===== src/rtl/parking_entry_ctrl.sv =====
// Parking lot entry controller: per-lane gate FSMs, round-robin entry
// arbitration and a shared occupancy counter driven by grants, gate
// timeouts and exit sensors.
module parking_entry_ctrl #(
  parameter int CAP_W       = 8,
  parameter int CAPACITY    = 200,
  parameter int N_ENTRY     = 2,
  parameter int N_EXIT      = 2,
  parameter int TIMEOUT_CYC = 1000
) (
  input  logic               clk,
  input  logic               reset,
  input  logic [N_ENTRY-1:0] entry_req,
  input  logic [N_ENTRY-1:0] entry_pass,
  input  logic [N_EXIT-1:0]  exit_pulse,
  output logic [N_ENTRY-1:0] gate_open,
  output logic [N_ENTRY-1:0] entry_grant,
  output logic [CAP_W-1:0]   occupancy,
  output logic [CAP_W-1:0]   free_spaces,
  output logic               full,
  output logic               exit_err
);

  localparam int PTR_W = (N_ENTRY > 1) ? $clog2(N_ENTRY) : 1;
  localparam int TMR_W = $clog2(TIMEOUT_CYC);
  localparam int SUM_W = CAP_W + 2;

  localparam logic [TMR_W-1:0]        TMR_LAST = TMR_W'(TIMEOUT_CYC - 1);
  localparam logic [TMR_W-1:0]        TMR_ONE  = TMR_W'(1);
  localparam logic [CAP_W-1:0]        CAP_V    = CAP_W'(CAPACITY);
  localparam logic signed [SUM_W-1:0] ONE_S    = SUM_W'(1);

  typedef enum logic {
    IDLE = 1'b0,
    OPEN = 1'b1
  } lane_state_t;

  lane_state_t        state_q [N_ENTRY];
  lane_state_t        state_d [N_ENTRY];
  logic [TMR_W-1:0]   timer_q [N_ENTRY];
  logic [TMR_W-1:0]   timer_d [N_ENTRY];
  logic [PTR_W-1:0]   rr_q;
  logic [PTR_W-1:0]   rr_d;
  logic [N_ENTRY-1:0] eligible;
  logic [N_ENTRY-1:0] grant_vec;
  logic [N_ENTRY-1:0] timeout_vec;
  logic [N_ENTRY-1:0] gate_d;
  logic               can_admit;
  logic               found;

  logic signed [SUM_W-1:0] occ_sum;
  logic [CAP_W-1:0]        occ_d;
  logic [CAP_W-1:0]        free_d;
  logic                    full_d;
  logic                    err_d;

  // State register: lane FSMs, timers, arbiter pointer and all registered outputs
  always_ff @(posedge clk) begin
    if (reset) begin
      for (int i = 0; i < N_ENTRY; i++) begin
        state_q[i] <= IDLE;
        timer_q[i] <= '0;
      end
      rr_q        <= '0;
      occupancy   <= '0;
      free_spaces <= CAP_V;
      full        <= 1'b0;
      gate_open   <= '0;
      entry_grant <= '0;
      exit_err    <= 1'b0;
    end else begin
      for (int i = 0; i < N_ENTRY; i++) begin
        state_q[i] <= state_d[i];
        timer_q[i] <= timer_d[i];
      end
      rr_q        <= rr_d;
      occupancy   <= occ_d;
      free_spaces <= free_d;
      full        <= full_d;
      gate_open   <= gate_d;
      entry_grant <= grant_vec;
      exit_err    <= err_d;
    end
  end

  // Round-robin arbiter over idle lanes with a waiting car, gated on pre-update occupancy
  always_comb begin
    grant_vec = '0;
    rr_d      = rr_q;
    found     = 1'b0;
    can_admit = (occupancy < CAP_V);
    for (int i = 0; i < N_ENTRY; i++) begin
      eligible[i] = (state_q[i] == IDLE) && entry_req[i];
    end
    if (can_admit) begin
      for (int k = 0; k < N_ENTRY; k++) begin
        for (int i = 0; i < N_ENTRY; i++) begin
          if (!found && (i == (int'(rr_q) + k) % N_ENTRY) && eligible[i]) begin
            grant_vec[i] = 1'b1;
            rr_d         = PTR_W'((i + 1) % N_ENTRY);
            found        = 1'b1;
          end
        end
      end
    end
  end

  // Lane next-state logic: a pass beats a coinciding timeout, and a timeout releases the reservation
  always_comb begin
    for (int i = 0; i < N_ENTRY; i++) begin
      state_d[i]     = state_q[i];
      timer_d[i]     = timer_q[i];
      timeout_vec[i] = 1'b0;
      case (state_q[i])
        IDLE: begin
          timer_d[i] = '0;
          if (grant_vec[i]) begin
            state_d[i] = OPEN;
          end
        end
        OPEN: begin
          if (entry_pass[i]) begin
            state_d[i] = IDLE;
            timer_d[i] = '0;
          end else if (timer_q[i] == TMR_LAST) begin
            state_d[i]     = IDLE;
            timer_d[i]     = '0;
            timeout_vec[i] = 1'b1;
          end else begin
            timer_d[i] = timer_q[i] + TMR_ONE;
          end
        end
        default: begin
          state_d[i] = IDLE;
          timer_d[i] = '0;
        end
      endcase
    end
  end

  // Net occupancy change for the cycle; going negative clamps to zero and raises the sticky error
  always_comb begin
    occ_sum = {2'b00, occupancy};
    err_d   = exit_err;
    if (|grant_vec) begin
      occ_sum = occ_sum + ONE_S;
    end
    for (int i = 0; i < N_ENTRY; i++) begin
      if (timeout_vec[i]) begin
        occ_sum = occ_sum - ONE_S;
      end
    end
    for (int j = 0; j < N_EXIT; j++) begin
      if (exit_pulse[j]) begin
        occ_sum = occ_sum - ONE_S;
      end
    end
    if (occ_sum[SUM_W-1]) begin
      occ_d = '0;
      err_d = 1'b1;
    end else begin
      occ_d = occ_sum[CAP_W-1:0];
    end
  end

  // Output decode for the next cycle: gate commands and counters derived from the same next occupancy
  always_comb begin
    for (int i = 0; i < N_ENTRY; i++) begin
      gate_d[i] = (state_d[i] == OPEN);
    end
    free_d = CAP_V - occ_d;
    full_d = (occ_d == CAP_V);
  end

endmodule


===== config.mk =====
export PLATFORM = sky130hd
export DESIGN_NAME = parking_entry_ctrl
export DESIGN_NICKNAME = d
export VERILOG_FILES = /design/src/rtl/parking_entry_ctrl.sv
export SDC_FILE = /design/constraint.sdc
export NUM_CORES = 1
export LEC_CHECK = 0
export ABC_AREA = 1
export BUFFER_PORTS_ARGS = -buffer_cell sky130_fd_sc_hd__buf_4
export CAP_MARGIN = 20
export CORE_MARGIN = 2
export CORE_UTILIZATION = 25
export CTS_CLUSTER_SIZE = 30
export DETAILED_ROUTE_END_ITERATION = 12
export GPL_TIMING_DRIVEN = 0
export PLACE_DENSITY = 0.45
export SETUP_SLACK_MARGIN = 0.1
export SKIP_CTS_REPAIR_TIMING = 1
export SLEW_MARGIN = 20
export SYNTH_ARGS = -nofsm -noshare
export SYNTH_HDL_FRONTEND = slang
export SYNTH_SLANG_ARGS = --single-unit

===== constraint.sdc =====
create_clock -name clk -period 5.8 [get_ports clk]
set_clock_uncertainty 0.15 [all_clocks]
set_input_delay 0.58 -clock clk [delete_from_list [all_inputs] [get_ports clk]]
set_output_delay 0.58 -clock clk [all_outputs]
set_load 0.005 [all_outputs]

## Word-level counts from Yosys, hierarchy flattened

Memories as Yosys holds them, arrays and structs flattened.
Cells that the tools add are included.

| word-level totals | value |
|---|---|
| flip-flop bits (word level) | 23 |
| RAM bits | 22 |
| input bits | 8 |
| output and inout port bits | 22 |
| logic and storage cells | 94 |
| memories | 2 |

| cells by class | value |
|---|---|
| add/sub/neg operators | 9 |
| magnitude comparators | 1 |
| eq/ne operators | 4 |
| muxes and demuxes | 47 |
| bitwise gates (word level) | 7 |
| reductions and logical operators | 17 |

Memories:

| memory | words | bits a word | rd ports | clocked after memory_dff | write ports | line | RTL |
|---|---|---|---|---|---|---|---|
| timer_q | 2 | 10 | 2 | 0 | 2 | 40 | `logic [TMR_W-1:0] timer_q [N_ENTRY];` |
| state_q | 2 | 1 | 2 | 0 | 2 | 38 | `lane_state_t state_q [N_ENTRY];` |

Operators by type and width:

| kind | number |
|---|---|
| $mux 10 | 10 |
| $logic_not 32->1 | 2 |
| $pmux 10 s2 | 2 |
| $sub 10x2->10 const B | 4 |
| $mux 1 | 30 |
| $add 10x1->10 const B | 2 |
| $eq 10x10->1 const B | 2 |
| $add 8x1->9 const B | 1 |
| $logic_and 1x1->1 | 9 |
| $mux 9 | 1 |
| $eq 8x8->1 const B | 1 |
| $lt 8x8->1 const B | 1 |
| $mux 8 | 1 |
| $sub 8x8->8 const A | 1 |
| $or 1x1->1 | 4 |
| $pmux 1 s2 | 2 |
| $reduce_bool 4->1 | 1 |
| $logic_not 1->1 | 3 |
| $eq 2x2->1 const A | 1 |
| $mux 2 | 1 |
| $not 1->1 | 2 |
| $reduce_and 2->1 | 1 |
| $reduce_or 2->1 | 1 |
| $add 1x1->1 const B | 1 |
| $and 1x1->1 const A | 1 |

## Longest topological paths before layout

Gate-level depths: netlist of run 1.
An unclocked memory read counts as a cell.

| depth | value |
|---|---|
| word-level depth | 33 |
| depth in mapped cells | 38 |

## Worst setup path before layout of run 1

OpenSTA, ideal clock, no wires.

| timing path | value |
|---|---|
| kind | input -> register |
| start | in entry_req[0] |
| end | reg free_spaces[6] |
| arrival time | 4,244 ps |
| data required time | 5,525 ps |
| slack | 1,282 ps |
| cell stages on the path | 38 |
| path buffers | 2 |
| cell sequence | inv_1 > nor2_1 > nand2_1 > nand2_1 > nand2_2 > buf_4 > nand3_2 > nand2_2 > inv_1 > ha_1 > nand3_1 > nand2_1 > ha_1 > or2_2 > nand2_1 > inv_1 > ha_1 > nand2_1 > (+2 left out) > inv_1 > nand2_1 > nor2_1 > nand3_1 > nor2_1 > nand2_1 > nor2_4 > nand2_4 > nand2_4 > inv_4 > buf_12 > nand2_1 > ha_1 > nand3_1 > nand2_2 > nand2_1 > nand3_1 > nand3_1 |

| on the way | value |
|---|---|
| cells in the longest elaborated chain, start to end | 31 |

Ends and longest elaborated chain:

| item | line | RTL |
|---|---|---|
| from (decl) | 13 | `input logic [N_ENTRY-1:0] entry_req,` |
| $logic_and 1x1->1 * | 93 | `eligible[i] = (state_q[i] == IDLE) && entry_req[i];` |
| $logic_and 1x1->1 | 98 | `if (!found && (i == (int'(rr_q) + k) % N_ENTRY) && eligible[i]) begin` |
| $mux 1 | 98 |  |
| $mux 1 | 95 | `if (can_admit) begin` |
| $logic_not 1->1 | 98 |  |
| $logic_and 1x1->1 (2 in series) | 98 |  |
| $mux 1 | 98 |  |
| $mux 1 | 95 |  |
| (+14 left out) | - |  |
| $sub 10x2->10 | 150 | `occ_sum = occ_sum - ONE_S;` |
| $mux 10 * | 149 | `if (timeout_vec[i]) begin` |
| $sub 10x2->10 | 155 | `occ_sum = occ_sum - ONE_S;` |
| $mux 10 * | 154 | `if (exit_pulse[j]) begin` |
| $sub 10x2->10 | 155 |  |
| $mux 10 * | 154 |  |
| $mux 8 * | 158 | `if (occ_sum[SUM_W-1]) begin` |
| $sub 8x8->8 * | 171 | `free_d = CAP_V - occ_d;` |
| to (signal assigned) | 78 | `free_spaces <= free_d;` |
| to (decl) | 19 | `output logic [CAP_W-1:0] free_spaces,` |

Every way passes the cells marked *; elsewhere a longest branch is shown, timed or not. The select of a mux whose other input is x is not followed.
A chain may end at the register's enable or synchronous reset.

## Worst setup path after layout of run 1

| timing path | value |
|---|---|
| start | reg occupancy[4] |
| end | reg free_spaces[6] |

| on the way | value |
|---|---|
| cells in the longest elaborated chain, start to end | 14 |

Ends and longest elaborated chain:

| item | line | RTL |
|---|---|---|
| from (decl) | 18 | `output logic [CAP_W-1:0] occupancy,` |
| from (signal assigned) | 65 | `occupancy <= '0;` |
| from (signal assigned) | 77 | `occupancy <= occ_d;` |
| $lt 8x8->1 | 91 | `can_admit = (occupancy < CAP_V);` |
| $mux 2 | 95 |  |
| $reduce_or 2->1 | 145 | `if (\|grant_vec) begin` |
| $mux 9 * | 145 |  |
| $sub 10x2->10 | 150 |  |
| $mux 10 * | 149 |  |
| $sub 10x2->10 | 150 |  |
| $mux 10 * | 149 |  |
| $sub 10x2->10 | 155 |  |
| $mux 10 * | 154 |  |
| $sub 10x2->10 | 155 |  |
| $mux 10 * | 154 |  |
| $mux 8 * | 158 |  |
| $sub 8x8->8 * | 171 |  |

Every way passes the cells marked *; elsewhere a longest branch is shown, timed or not.

==> results_dict.tcl, run 1 <==
set metrics [dict create \
    path_common_cell "nand2_1" \
    max-vdd-ir-drop_uv 222 \
    syn_avg_cell_area_um2 6.34 \
    portBuffers 28 \
    synth_nets 529 \
    worst_pin_slew_ns 0.524 \
    ant_nets 0 \
    dpl.cell_count 713 \
    routed_wl_um 7910 \
    die_area_um2 13900 \
    grt_pass1_vias 2881 \
    fin_util_pct 30.1 \
    area_delta_synth_final_pct 17.2 \
    synth_compound_area_share_pct 5.96 \
    ys_top_cells_by_count "140 x nand2_1, 63 x nor2_1, 61 x inv_1" \
    synthArstFlopShare_pct 0 \
    slowest_delay_ns 0.44 \
    yosys.area_share.adder_pct 3.08 \
    gp_congestion 0.812 \
    seq_area_frac_synth_pct 25.9 \
    io_pins 30 \
    final_nets 564 \
    yosys_warnings 0 \
    synth_most_common_cell "nand2_1" \
    p_leak_uw 0.00183 \
    multi_input_area_um2 2040 \
    synth_top_family_by_area "simple AND/OR/NAND/NOR gates" \
    final_cells 720 \
    muxShareOfSynthArea_pct 0 \
    r2r_setup_slack_ns 0.75 \
    netlist_area_um2 3250 \
    drtPass1Iterations 4 \
    start_util_pct 25.7 \
    antenna_found_initial 0 \
    synth-edff-count 0 \
    fmax_mhz 198 \
    cts_tree "built" \
    fin_crit_sh_pct 87.0 \
    drv_slew 0 \
    hp-class "flip-flop to flip-flop" \
    setup_viol 0 \
    synthFlopType "dfxtp_1" \
    cp-start-kind "flip-flop" \
    final_hold_viol_count 0 \
    grt_pass1_wl_um 13600 \
    synthTopCellsByArea "dfxtp_1 26%, nand2_1 16%, nor2_1 7.3%" \
    htreeDepth 2 \
    cp-end-kind "flip-flop" \
    cts-root-buf "clkbuf_16" \
    synth_xor_area_share_pct 2.96 \
    clk_path_buf_depth 2 \
    die_h_um 118 \
    n_fill_cell 1417 \
    layout-drive-gt1-share_pct 19.9 \
    power.density_nw_per_um2 399 \
    hpwlAfterDp_um 6550 \
    slew_headroom_pct 65.0 \
    finalSetupTns_ns 0 \
    cp_max_fo 10 \
    synthSimpleGateAreaFrac_pct 50.8 \
    grt_use_total_pct 11.9 \
    cts.clk_slew.worst_paths_ns 0.06 \
    dpl-instance-area_um2 3680 \
    maxCapViolCount 0 \
    routedWlPerCell_um 11.0 \
    num_vias 3118 \
    status "complete, no violations" \
    cts.sink_count 42 \
    synth_top_area_cell "dfxtp_1" \
    arrival_ns 5.06 \
    synth_top_area_share_pct 25.9 \
    design_area_um2 3810 \
    register_area_um2 841 \
    diodes 0 \
    criticalPathCategory "flip-flop to flip-flop" \
    total_power_uw 1520 \
    synthCells 513 \
    num_rows 41 \
    vias_per_cell 4.33 \
    rsz0062_at_grt "no" \
    synth_seq_cells 42 \
    drc_errors 0 \
    clk_latency_ns 0.28 \
    die_width_um 118 \
    drtIter0Drc 91 \
    cts_buffers 5 \
    core_um2 12700 \
    slowest_stage "dfxtp_1" \
    min_period_ns 5.05 \
    grt_max_degree 13 \
    required_ns 5.81 \
    globalRouteOverflowTotal 0 \
    synth_cell_types 38 \
]
==> through the flow <==
| step | setup WS (ns) | hold slack, ns |
|---|---|---|
| after floorplan | 1.28 | 0.268 |
| after global placement | 0.574 | 0.280 |
| after detailed placement | 0.549 | 0.288 |
| after CTS | 0.723 | 0.299 |
| after global routing | 0.257 | 0.333 |
| final | 0.752 | 0.296 |
==> kinds of logic after synthesis <==
| group | count (synthesis) |
|---|---|
| compound gates | 25 |
| xor+xnor | 11 |
| fa+ha+maj | 8 |
| buf+inv | 87 |
| flops | 42 |
| simple gates | 340 |
==> layout by cell type, fill, tap and decap left out, types with 8 or more instances in the layout <==
cell type	synthesis	final
a21oi_1	10	10
nand3_2	8	8
buf_4	2	30
dfxtp_1	42	42
nand2_2	22	22
nand2_1	140	140
inv_1	61	61
nand4_1	14	14
ha_1	8	8
nand3b_1	8	8
inv_2	15	15
nor2_1	63	63
nand3_1	44	44
nor3_1	12	12
==> flip-flops by register name, summed over array words and instances, names as in the netlist <==
signal and cells:
timer_q 20, occupancy 8, free_spaces 7, entry_grant 2
gate_open 2, exit_err 1, full 1, rr_q 1
==> power breakdown <==
part | leakage [uW] | switching, uW | internal [uW]
clock | 0.0000694 | 110 | 155
combinational | 0.00142 | 549 | 328
sequential | 0.000343 | 40.5 | 339
==> cell type report <==
type                    instances  share of cell area [%]
multi-input cells             384                    53.6
inverters                      77                    7.65
flip-flops and latches         42                    22.1
repair buffers                 28                    5.51
clock inverters                 2                   0.263
well taps                     172                    5.64
clock buffers                   5                    3.28
plain buffers                  10                    2.03
==> final timing paths <==
| check | startpoint | endpoint | cells after the start |
|---|---|---|---|
| max | occupancy[4]$_SDFF_PP0_ | free_spaces[6]$_SDFF_PP1_ | 37 |
| min | timer_q[0][10]$_SDFF_PP0_ | timer_q[0][10]$_SDFF_PP0_ | 1 |
| max reg2reg | occupancy[4]$_SDFF_PP0_ | free_spaces[6]$_SDFF_PP1_ | 37 |
| min reg2reg | timer_q[0][10]$_SDFF_PP0_ | timer_q[0][10]$_SDFF_PP0_ | 1 |
==> worst max-delay path: cells and delay by family, from the launching register on <==
family / cells / cell delay (ns)
buffers and inverters: 6 / 0.54
adder cells (fa/ha/maj): 4 / 0.97
AND/OR/NAND/NOR: 27 / 2.82
flip-flops: 1 / 0.44
==> per-layer routing <==
metal | part of all wire (%) | routed length (um) | global-route usage, %
met1 | 53 | 4200 | 16.9
met2 | 42 | 3320 | 18.2
met3 | 3.1 | 247 | 1.89
met4 | 1.7 | 135 | 3.92
met5 | 0 | 0 | 0
Power figures use the tool's default switching activity.
==> run 2, diff against run 1 <==
--- a/config.mk
+++ b/config.mk
@@ -14,6 +14,7 @@
 export DETAILED_ROUTE_END_ITERATION = 12
 export GPL_TIMING_DRIVEN = 0
 export PLACE_DENSITY = 0.45
+export REMOVE_ABC_BUFFERS = 1
 export SETUP_SLACK_MARGIN = 0.1
 export SKIP_CTS_REPAIR_TIMING = 1
 export SLEW_MARGIN = 20
==> results_dict.tcl, run 2 (synthesized netlist as in run 1, its figures left out) <==
set metrics [dict create \
    maxCapViolCount 0 \
    drc_errors 0 \
    fmax_mhz 197 \
    critical_path.top_delay_family "simple AND/OR/NAND/NOR gates" \
    p_comb_share_pct 53.0 \
    path_common_cell "nand2_1" \
    power.switching_uw 713 \
    layout_common_cells "140 x nand2_1, 63 x nor2_1, 61 x inv_1" \
    largest_reg_flops 20 \
    dpl-instance-area_um2 3610 \
    core_um2 12700 \
    internal_power_uw 899 \
    setup_viol 0 \
    reg_top3 "timer_q x20, occupancy x8, free_spaces x7" \
    criticalPathCategory "flip-flop to flip-flop" \
    hp-class "flip-flop to flip-flop" \
    hpwlAfterDp_um 6270 \
    diodes 0 \
    layout_commonest_cell "nand2_1" \
    n_fill_cell 1421 \
    switching_share_pct 44.3 \
    drtPass1Iterations 4 \
    io_pins 30 \
    htreeDepth 2 \
    power.density_nw_per_um2 423 \
    final_nets 555 \
    design_area_um2 3810 \
    layout-drive-gt1-share_pct 19.4 \
    ant_nets 0 \
    die_h_um 118 \
    routedWlPerCell_um 11.0 \
    grt_max_degree 18 \
    die_area_um2 13900 \
    top_register "timer_q" \
    max-vdd-ir-drop_uv 216 \
    grt_pass1_wl_um 13600 \
    slew_headroom_pct 42.8 \
    clk_latency_ns 0.29 \
    slowest_stage "dfxtp_1" \
    p_leak_uw 0.00182 \
    drv_slew 0 \
    cts.sink_count 42 \
    cts_buffers 5 \
    globalRouteOverflowTotal 0 \
    cp-start-kind "flip-flop" \
    cp_num_buf_inv 3 \
    required_ns 5.82 \
    fin_crit_sh_pct 87.5 \
    vias_per_cell 4.30 \
    drtIter0Drc 135 \
    finalSetupTns_ns 0 \
    cp_max_fo 13 \
    cts.clk_slew.worst_paths_ns 0.07 \
    clockPowerShare_pct 23.0 \
    p_seq_share_pct 24.1 \
    num_vias 3062 \
    area_delta_synth_final_pct 17.0 \
    worst_pin_slew_ns 0.855 \
    grt_use_total_pct 11.8 \
    rsz0062_at_grt "no" \
    slowest_delay_ns 0.37 \
    cts-root-buf "clkbuf_16" \
    grt_pass1_vias 2897 \
    final_hold_viol_count 0 \
    cts_tree "built" \
    clk_path_buf_depth 2 \
    antenna_found_initial 0 \
    cp-end-kind "flip-flop" \
    status "complete, no violations" \
    routed_wl_um 7820 \
    gp_congestion 0.796 \
    min_period_ns 5.07 \
    start_util_pct 25.7 \
    die_width_um 118 \
    num_rows 41 \
    arrival_ns 5.09 \
    portBuffers 29 \
]
[run 2: cell count changes in the layout (fill, tap and decap cells not counted)]
cell	before	now
clkinv_2	2	0
buf_4	30	29
bufinv_16	0	2
clkinv_4	0	1
buf_2	1	0
buf_12	1	0
nand2_4	5	6
buf_6	2	0
clkbuf_1	4	0
nand2_2	22	21
[run 2: path summary, 6_finish.rpt]
check / from / to / slack [ns] / cells after the start
setup / recovery: occupancy[4]$_SDFF_PP0_ / free_spaces[7]$_SDFF_PP1_ / 0.73 / 31
hold / removal: timer_q[0][10]$_SDFF_PP0_ / timer_q[0][10]$_SDFF_PP0_ / 0.30 / 1
setup reg to reg: occupancy[4]$_SDFF_PP0_ / free_spaces[7]$_SDFF_PP1_ / 0.73 / 31
hold reg to reg: timer_q[0][10]$_SDFF_PP0_ / timer_q[0][10]$_SDFF_PP0_ / 0.30 / 1
[run 2: cell type report]
class	count	area [um^2]	share of cell area, %
tap	172	215	5.65
clock inverter	3	68.8	1.81
multi-input combinational	384	2050	53.8
timing repair buffer	29	218	5.72
sequential	42	841	22.1
clock buffer	5	125	3.29
inverter	77	292	7.66
[run 2: power by group through the flow]
stage / combinational [uW] / clock, uW / sequential [uW]
floorplan: 636 / 0 / 386
global placement: 852 / 0 / 395
detailed placement: 855 / 0 / 395
CTS: 860 / 379 / 389
global route: 981 / 390 / 395
finish: 854 / 370 / 388
[run 2: layer usage]
metal	track usage (%)	vias to the layer above	part of all wire, %
li1	-	1688	-
met1	16.4	1331	52
met2	18.8	38	44
met3	1.65	5	2.6
met4	4.07	0	1.5
met5	0	-	0
[run 2: through the flow]
stage / util, % / hold slack, ns / setup WS, ns / cells / power (uW)
after floorplan: - / 0.268 / 1.15 / 503 / 1020
after global placement: 28.5 / 0.282 / 0.440 / 704 / 1250
after detailed placement: 28.5 / 0.291 / 0.398 / 704 / 1250
after CTS: 30.0 / 0.302 / 0.610 / 712 / 1630
after global routing: 30.0 / 0.317 / 0.101 / 712 / 1770
final: 30.0 / 0.300 / 0.726 / 712 / 1610
==> run 3, diff against run 2 <==
--- a/config.mk
+++ b/config.mk
@@ -9,11 +9,11 @@
 export BUFFER_PORTS_ARGS = -buffer_cell sky130_fd_sc_hd__buf_4
 export CAP_MARGIN = 20
 export CORE_MARGIN = 2
-export CORE_UTILIZATION = 25
+export CORE_UTILIZATION = 60
 export CTS_CLUSTER_SIZE = 30
 export DETAILED_ROUTE_END_ITERATION = 12
 export GPL_TIMING_DRIVEN = 0
-export PLACE_DENSITY = 0.45
+export PLACE_DENSITY = 0.85
 export REMOVE_ABC_BUFFERS = 1
 export SETUP_SLACK_MARGIN = 0.1
 export SKIP_CTS_REPAIR_TIMING = 1
==> constraint.sdc (replaced) <==
create_clock -name clk -period 5.4 [get_ports clk]
set_clock_uncertainty 0.15 [all_clocks]
set_input_delay 0.54 -clock clk [delete_from_list [all_inputs] [get_ports clk]]
set_output_delay 0.54 -clock clk [all_outputs]
set_load 0.005 [all_outputs]
==> results_dict.tcl, run 3 (synthesized netlist as in run 1, its figures left out) <==
set metrics [dict create \
    required_ns 5.42 \
    drtPass1Iterations 4 \
    diodes 0 \
    die_area_um2 6020 \
    grt_pass1_vias 2778 \
    die_h_um 77.6 \
    cts-root-buf "clkbuf_8" \
    routedWlPerCell_um 11.9 \
    hp-class "flip-flop to flip-flop" \
    power.density_nw_per_um2 428 \
    cp_max_fo 11 \
    antenna_found_initial 0 \
    worst_pin_slew_ns 0.822 \
    grt_max_degree 18 \
    die_width_um 77.6 \
    htreeDepth 2 \
    setup_viol 0 \
    slowest_stage "dfxtp_1" \
    cts_buffers 5 \
    status "complete, no violations" \
    cp-end-kind "flip-flop" \
    final_hold_viol_count 0 \
    layout_commonest_cell "nand2_1" \
    fmax_mhz 207 \
    internal_power_uw 809 \
    min_path_cells 1 \
    hpwlAfterDp_um 5660 \
    reg_top3 "timer_q x20, occupancy x8, free_spaces x7" \
    cts_tree "built" \
    drtIter0Drc 206 \
    r2r-start "occupancy[7]$_SDFF_PP0_" \
    finalSetupTns_ns 0 \
    ant_nets 0 \
    num_vias 3210 \
    largest_reg_flops 20 \
    area_delta_synth_final_pct 12.1 \
    cts.clk_slew.worst_paths_ns 0.08 \
    holdPathEnd "timer_q[0][10]$_SDFF_PP0_" \
    design_area_um2 3640 \
    p_comb_share_pct 60.4 \
    power.switching_uw 752 \
    top_register "timer_q" \
    core_um2 5170 \
    maxCapViolCount 0 \
    p_leak_uw 0.00180 \
    drc_errors 0 \
    hp-start "timer_q[0][10]$_SDFF_PP0_" \
    fin_crit_sh_pct 89.5 \
    r2r_setup_slack_ns 0.57 \
    routed_wl_um 7300 \
    final_nets 560 \
    timing.rr.end "free_spaces[6]$_SDFF_PP1_" \
    path_common_cell "nand2_1" \
    num_rows 26 \
    layout_common_cells "139 x nand2_1, 63 x nor2_1, 61 x inv_1" \
    portBuffers 29 \
    switching_share_pct 48.2 \
    grt_use_total_pct 24.6 \
    n_fill_cell 427 \
    r2r_cells 35 \
    max-vdd-ir-drop_uv 354 \
    clk_latency_ns 0.30 \
    layout-drive-gt1-share_pct 20.7 \
    min_period_ns 4.83 \
    dpl-instance-area_um2 3480 \
    slowest_delay_ns 0.41 \
    vias_per_cell 5.22 \
    io_pins 30 \
    cp-start-kind "flip-flop" \
    slew_headroom_pct 44.9 \
    clockPowerShare_pct 13.0 \
    arrival_ns 4.85 \
    criticalPathCategory "flip-flop to flip-flop" \
    cts.sink_count 42 \
    drv_slew 0 \
    fin_util_pct 70.5 \
    gp_congestion 0.853 \
    globalRouteOverflowTotal 0 \
    rsz0062_at_grt "no" \
    clk_path_buf_depth 2 \
    start_util_pct 62.9 \
    grt_pass1_wl_um 12200 \
    p_seq_share_pct 26.6 \
]
## run 3: worst max path at each step
stage,start,endpoint,slack (ns),depth (start not counted)
detailed placement,entry_req[1],free_spaces[6]$_SDFF_PP1_,0.08,37
floorplan,entry_req[0],free_spaces[6]$_SDFF_PP1_,0.79,37
finish,occupancy[7]$_SDFF_PP0_,free_spaces[6]$_SDFF_PP1_,0.57,35
CTS,occupancy[4]$_SDFF_PP0_,free_spaces[6]$_SDFF_PP1_,0.27,36
global placement,entry_req[1],free_spaces[6]$_SDFF_PP1_,0.18,37
global route,gate_open[1]$_SDFF_PP0_,free_spaces[6]$_SDFF_PP1_,0.08,37
## run 3: power by group through the flow
stage / clock (uW) / sequential (uW) / combinational, uW
global placement: 0 / 416 / 878
detailed placement: 0 / 419 / 899
global route: 219 / 420 / 1060
floorplan: 0 / 414 / 683
finish: 203 / 415 / 943
CTS: 208 / 411 / 906
## run 3: cell type report
| cell class | instances | area [um^2] | area share, % |
|---|---|---|---|
| clock buffers | 6 | 72.6 | 1.99 |
| multi-input cells | 384 | 2080 | 57.1 |
| clock inverters | 2 | 13.8 | 0.378 |
| repair buffers | 34 | 255 | 7.00 |
| inverters | 77 | 292 | 8.00 |
| well taps | 70 | 87.6 | 2.40 |
| flip-flops and latches | 42 | 843 | 23.1 |
## run 3: through the flow
step | hold WS [ns] | instances | setup slack, ns | power, uW
after floorplan | 0.268 | 503 | 0.793 | 1100
after global placement | 0.278 | 602 | 0.175 | 1290
after detailed placement | 0.282 | 602 | 0.0833 | 1320
after CTS | 0.300 | 610 | 0.267 | 1530
after global routing | 0.322 | 615 | 0.0774 | 1700
final | 0.299 | 615 | 0.566 | 1560
## run 3: critical path, delay by kind of cell, from the launching register on
kind                     cells  cell delay (ns)
AND/OR/NAND/NOR             26             2.90
buffers and inverters        5             0.35
flip-flops                   1             0.41
adder cells (fa/ha/maj)      4             0.91
## run 3: routing by layer
layer,GRT usage (%),share of wire [%]
met1,32.9,48
met2,40.3,46
met3,4.19,4.8
met4,8.04,1.6
met5,0,0
